===== config.mk =====
export PLATFORM = sky130hd
export DESIGN_NAME = dm_arbiter
export DESIGN_NICKNAME = d
export VERILOG_FILES = /design/src/rtl/dm_arbiter_pkg.sv /design/src/rtl/dm_arbiter_rr_picker.sv /design/src/rtl/dm_arbiter.sv
export SDC_FILE = /design/constraint.sdc
export NUM_CORES = 1
export LEC_CHECK = 0
export BUFFER_PORTS_ARGS = -buffer_cell sky130_fd_sc_hd__buf_2
export CAP_MARGIN = 10
export CORE_ASPECT_RATIO = 0.7
export CORE_MARGIN = 10
export CORE_UTILIZATION = 40
export CTS_CLUSTER_SIZE = 8
export DETAILED_ROUTE_END_ITERATION = 10
export PLACE_DENSITY = 0.8
export REMOVE_ABC_BUFFERS = 1
export SLEW_MARGIN = 40
export SYNTH_ARGS = -nofsm -noshare
export SYNTH_HDL_FRONTEND = slang
export SYNTH_SLANG_ARGS = --single-unit

===== constraint.sdc =====
create_clock -name clk -period 1.85 [get_ports clk]
set_input_delay 0.37 -clock clk [delete_from_list [all_inputs] [get_ports clk]]
set_output_delay 0.37 -clock clk [all_outputs]
set_load 0.05 [all_outputs]

===== src/rtl/dm_arbiter_pkg.sv =====
// Shared types for the data-memory arbiter: FSM state encoding and sizing helpers.
package dm_arbiter_pkg;

  typedef enum logic [1:0] {
    ST_IDLE   = 2'd0,
    ST_ACCESS = 2'd1,
    ST_WAIT   = 2'd2,
    ST_RESP   = 2'd3
  } arb_state_e;

  // Wide enough for the largest supported memory latency (7).
  localparam int LAT_W = 3;

  function automatic int idx_width(input int n);
    return (n > 1) ? $clog2(n) : 1;
  endfunction

endpackage


===== src/rtl/dm_arbiter_rr_picker.sv =====
// Combinational round-robin search: first set request bit after ptr, wrapping around.
module dm_arbiter_rr_picker
  import dm_arbiter_pkg::*;
#(
  parameter int N_REQ = 4,
  parameter int IDX_W = idx_width(N_REQ)
) (
  input  logic [N_REQ-1:0] req_i,
  input  logic [IDX_W-1:0] ptr_i,
  output logic             valid_o,
  output logic [IDX_W-1:0] winner_o
);

  function automatic logic [IDX_W-1:0] wrap_add(input logic [IDX_W-1:0] base, input int off);
    int s;
    s = int'(base) + off;
    if (s >= N_REQ) s = s - N_REQ;
    return IDX_W'(s);
  endfunction

  // Scan from the farthest offset down so the nearest requester after ptr overwrites last.
  always_comb begin
    valid_o  = 1'b0;
    winner_o = '0;
    for (int k = N_REQ; k >= 1; k--) begin
      if (req_i[wrap_add(ptr_i, k)]) begin
        valid_o  = 1'b1;
        winner_o = wrap_add(ptr_i, k);
      end
    end
  end

endmodule


===== src/rtl/dm_arbiter.sv =====
// Round-robin arbiter sharing one single-port data memory between N_REQ requesters.
module dm_arbiter
  import dm_arbiter_pkg::*;
#(
  parameter int N_REQ   = 4,
  parameter int ADDR_W  = 16,
  parameter int DATA_W  = 16,
  parameter int MEM_LAT = 1
) (
  input  logic                      clk,
  input  logic                      rst_n,
  input  logic [N_REQ-1:0]          req_i,
  input  logic [N_REQ-1:0]          we_i,
  input  logic [N_REQ*ADDR_W-1:0]   addr_i,
  input  logic [N_REQ*DATA_W-1:0]   wdata_i,
  output logic [N_REQ-1:0]          gnt_o,
  output logic [N_REQ-1:0]          done_o,
  output logic [DATA_W-1:0]         rdata_o,
  output logic                      mem_en_o,
  output logic                      mem_we_o,
  output logic [ADDR_W-1:0]         mem_addr_o,
  output logic [DATA_W-1:0]         mem_wdata_o,
  input  logic [DATA_W-1:0]         mem_rdata_i
);

  localparam int                IDX_W    = idx_width(N_REQ);
  localparam logic [LAT_W-1:0]  LAT_LOAD = LAT_W'(MEM_LAT);
  localparam logic [IDX_W-1:0]  PTR_RST  = IDX_W'(N_REQ - 1);

  arb_state_e           state_q, state_d;
  logic [IDX_W-1:0]     ptr_q, ptr_d;
  logic [IDX_W-1:0]     idx_q, idx_d;
  logic                 we_q, we_d;
  logic [LAT_W-1:0]     lat_q, lat_d;
  logic [N_REQ-1:0]     gnt_q, gnt_d;
  logic [N_REQ-1:0]     done_q, done_d;
  logic [DATA_W-1:0]    rdata_q, rdata_d;
  logic                 mem_en_q, mem_en_d;
  logic                 mem_we_q, mem_we_d;
  logic [ADDR_W-1:0]    mem_addr_q, mem_addr_d;
  logic [DATA_W-1:0]    mem_wdata_q, mem_wdata_d;

  logic                 pick_valid;
  logic [IDX_W-1:0]     pick_idx;

  logic [ADDR_W-1:0]    addr_arr  [N_REQ];
  logic [DATA_W-1:0]    wdata_arr [N_REQ];

  for (genvar gi = 0; gi < N_REQ; gi++) begin : g_slice
    assign addr_arr[gi]  = addr_i[gi*ADDR_W +: ADDR_W];
    assign wdata_arr[gi] = wdata_i[gi*DATA_W +: DATA_W];
  end

  dm_arbiter_rr_picker #(
    .N_REQ (N_REQ),
    .IDX_W (IDX_W)
  ) u_picker (
    .req_i    (req_i),
    .ptr_i    (ptr_q),
    .valid_o  (pick_valid),
    .winner_o (pick_idx)
  );

  always_ff @(posedge clk or negedge rst_n) begin
    if (!rst_n) begin
      state_q     <= ST_IDLE;
      ptr_q       <= PTR_RST;
      idx_q       <= '0;
      we_q        <= 1'b0;
      lat_q       <= '0;
      gnt_q       <= '0;
      done_q      <= '0;
      rdata_q     <= '0;
      mem_en_q    <= 1'b0;
      mem_we_q    <= 1'b0;
      mem_addr_q  <= '0;
      mem_wdata_q <= '0;
    end else begin
      state_q     <= state_d;
      ptr_q       <= ptr_d;
      idx_q       <= idx_d;
      we_q        <= we_d;
      lat_q       <= lat_d;
      gnt_q       <= gnt_d;
      done_q      <= done_d;
      rdata_q     <= rdata_d;
      mem_en_q    <= mem_en_d;
      mem_we_q    <= mem_we_d;
      mem_addr_q  <= mem_addr_d;
      mem_wdata_q <= mem_wdata_d;
    end
  end

  // mem_en/mem_we are launched on the grant edge so they are high during the ACCESS cycle.
  always_comb begin
    state_d     = state_q;
    ptr_d       = ptr_q;
    idx_d       = idx_q;
    we_d        = we_q;
    lat_d       = lat_q;
    gnt_d       = gnt_q;
    done_d      = '0;
    rdata_d     = rdata_q;
    mem_en_d    = 1'b0;
    mem_we_d    = 1'b0;
    mem_addr_d  = mem_addr_q;
    mem_wdata_d = mem_wdata_q;

    unique case (state_q)
      ST_IDLE: begin
        gnt_d = '0;
        if (pick_valid) begin
          ptr_d           = pick_idx;
          idx_d           = pick_idx;
          we_d            = we_i[pick_idx];
          mem_addr_d      = addr_arr[pick_idx];
          mem_wdata_d     = wdata_arr[pick_idx];
          gnt_d[pick_idx] = 1'b1;
          mem_en_d        = 1'b1;
          mem_we_d        = we_i[pick_idx];
          state_d         = ST_ACCESS;
        end
      end
      ST_ACCESS: begin
        lat_d   = LAT_LOAD;
        state_d = ST_WAIT;
      end
      ST_WAIT: begin
        if (lat_q == LAT_W'(1)) begin
          if (!we_q) rdata_d = mem_rdata_i;
          done_d[idx_q] = 1'b1;
          state_d       = ST_RESP;
        end else begin
          lat_d = lat_q - LAT_W'(1);
        end
      end
      ST_RESP: begin
        gnt_d   = '0;
        state_d = ST_IDLE;
      end
      default: begin
        gnt_d   = '0;
        state_d = ST_IDLE;
      end
    endcase
  end

  assign gnt_o       = gnt_q;
  assign done_o      = done_q;
  assign rdata_o     = rdata_q;
  assign mem_en_o    = mem_en_q;
  assign mem_we_o    = mem_we_q;
  assign mem_addr_o  = mem_addr_q;
  assign mem_wdata_o = mem_wdata_q;

endmodule


==> impl_metrics.tcl <==
set metrics [dict create \
    outcome "finished clean" \
    rows 29 \
    cts.path.max_buffers 2 \
    wl_per_cell_um 20.9 \
    die-area_sq_um 13700 \
    cts_tree "done" \
    antenna_left 0 \
    postSynthAreaPerCell_sq_um 9.98 \
    ys_ff_latch 68 \
    share_comb_of_total_power_pct 60.7 \
    cp_cell_sequence "buf_4 -> o22ai_1 -> o211a_1 -> buf_12 -> a221oi_1 -> a21oi_1" \
    cts_hold_buf 0 \
    seq_area_sq_um 1700 \
    end_kind "flop" \
    design_area_sq_um 5760 \
    synthArstFlopShare_pct 100 \
    finalMaxSlewViolations 0 \
    route.vias.total 4130 \
    clk_latency_ps 330 \
    placed_cell_area_sq_um 5070 \
    reg2regPathDepth 6 \
    cts_inserted_buffers 9 \
    dp_slack_ps -57.7 \
    n_fill_cell 729 \
    grt_max_degree 69 \
    core_area_sq_um 9110 \
    grt_pass1_wl_mm 22.4 \
    mostFrequentLayoutCells "buf_2 (211), dfrtp_1 (66), nor2_1 (40)" \
    fin_crit_sh_pct 99.5 \
    hpwlAfterDp_mm 11.1 \
    die_w_um 136 \
    max_freq_ghz 0.543 \
    die_h_um 101 \
    cp.arrival_ps 2050 \
    cp_data_required_time_ps 2060 \
    hold_viol 0 \
    clkSlewWorstSetupHoldPaths_ps 60 \
    swShare_pct 49.6 \
    synth_area_sq_um 3750 \
    p_int_w 0.00594 \
    portBuffers 211 \
    rsz0062_at_grt "yes" \
    ys_warn_count 0 \
    yosysUniqueCellTypes 41 \
    multiInputGateArea_sq_um 2080 \
    start_util_pct 41.2 \
    layout_commonest_cell "buf_2" \
    grt_pass1_vias 4305 \
    antenna_found_initial 0 \
    period_minus_slack_ps 1840 \
    viasPerCell 5.70 \
    first_pass_iters 6 \
    ir_drop_uv 973 \
    antenna_cells 0 \
    setup_violations 0 \
    grt_overflow 0 \
    p_leak_nw 2.90 \
    clockPowerShare_pct 16.7 \
    place_congestion 0.866 \
    worst_pin_slew_ps 373 \
    cpPeakStageDelay_ps 610 \
    drive_above_1_share_pct 54.4 \
    fin_nets 757 \
    slew_headroom_pct 75.1 \
    worst_slack_ps 9.64 \
    yosysSeqAreaShare_pct 45.4 \
    syn-instance-count 376 \
    grt_usage_pct 20.5 \
    num_io_pins 212 \
    drtIter0Drc 369 \
    min_path_type "input pin to async pin" \
    switchingPower_w 0.00584 \
    maxCapViolCount 0 \
    critPathKind "flop to flop" \
    seq_power_share_pct 22.6 \
    power_density_nw_per_um2 2050 \
    area_growth_pct 53.5 \
    cp_slowest_cell "dfstp_2" \
    drc_errors 0 \
    cp-start-kind "flop" \
    htreeDepth 3 \
    yosys_most_used_dff "dfrtp_1" \
    crit_fanout 22 \
    fin_skew_ps 5.53 \
    clockRootBuffer "clkbuf_16" \
    cts_num_sinks 68 \
    wirelength_mm 15.2 \
    synth_edf_count 0 \
]
[critical path: cells and delay by family, from the launching register on]
kind            cells  cell delay, ps
flops               1             610
buf+inv             2             320
compound gates      4             770
[per-layer routing]
layer / vias to the layer above / global-route usage [%] / part of all wire, %
met1: 1976 / 24.1 / 40
met5: - / 0 / 0
met4: 0 / 5.69 / 1.3
met2: 238 / 32.9 / 47
met3: 25 / 9.66 / 11
li1: 1891 / - / -
[synth_stat cells (all sizes together) (3+ instances only)]
library cell  number  area share (%)
a211oi             3            0.60
a21oi             36             4.9
a221oi            32             7.5
a22o               3            0.70
a31oi             26             4.3
buf               20             3.2
clkbuf            19             1.9
dfrtp             66              44
ha                 7             2.3
inv                9            0.90
mux2              22             6.6
mux2i              3            0.80
nand2             21             2.1
nand2b             4            0.67
nor2              41             4.1
nor2b              3            0.70
nor3               7             1.4
o21ai              8             1.1
o311a             26             6.9
[power groups by stage]
stage | logic (W) | registers, W | clock network (W)
after global placement | 0.00642 | 0.00263 | 0
after floorplan | 0.00238 | 0.00472 | 0
after CTS | 0.00671 | 0.00266 | 0.00200
after global routing | 0.00760 | 0.00274 | 0.00208
after detailed placement | 0.00660 | 0.00267 | 0
final | 0.00715 | 0.00266 | 0.00197
[through the flow]
stage / cells / hold slack [ps] / power, W / utilization (%) / setup TNS [ps]
floorplan: 337 / 74.4 / 0.00710 / - / -31240
global placement: 703 / 418 / 0.00906 / 55.7 / 0
detailed placement: 703 / 435 / 0.00927 / 55.7 / -325
CTS: 722 / 86.1 / 0.0114 / 60.1 / -23.9
global route: 725 / 105 / 0.0124 / 63.3 / -393
finish: 725 / 75.5 / 0.0118 / 63.3 / 0
[path summary, 6_finish.rpt]
check | start | to | slack (ps)
min reg2reg | idx_q[1] | done_o[0] | 450
max reg2reg | ptr_q[0] | mem_wdata_o[4] | 10
min | rst_n | lat_q[0] | 80
min in group clk | mem_rdata_i[3] | rdata_o[3] | 270
max in group asynchronous | rst_n | ptr_q[0] | 1440
max | ptr_q[0] | mem_wdata_o[4] | 10
[sequential cells by signal (all words and copies together) (netlist names)]
signal and cells:
mem_wdata_o 16, state_q 2, we_q 1, lat_q 3, rdata_o 16, gnt_o 4
mem_en_o 1, done_o 4, idx_q 2, ptr_q 2, mem_we_o 1, mem_addr_o 16
[what timing repair did]
| action | CTS | global route |
|---|---|---|
| endpoints found under the setup margin | 26 | 34 |
| resized for setup | 7 | 51 |
| cloned | 0 | 0 |
| buffers inserted | 3 | 3 |
| hold endpoints to repair | 0 | 0 |
| pin swaps | 0 | 8 |
[final cells by class]
type / instances / area share (%)
clock buffers: 10 / 3.97
repair buffers: 248 / 25.1
inverters: 9 / 0.586
multi-input cells: 260 / 36.1
clock inverters: 6 / 1.95
flip-flops and latches: 68 / 29.6
well taps: 124 / 2.69
[logic make-up after synthesis]
group	Yosys count	share of synthesized area [%]
buffers and inverters	48	6.00
adders and majority gates	7	2.33
AOI/OAI and AO/OA	148	29.1
muxes	25	7.40
and+or+nand+nor	80	9.80
DFF	68	45.4
Note: power is estimated with default switching activity, not from simulation.
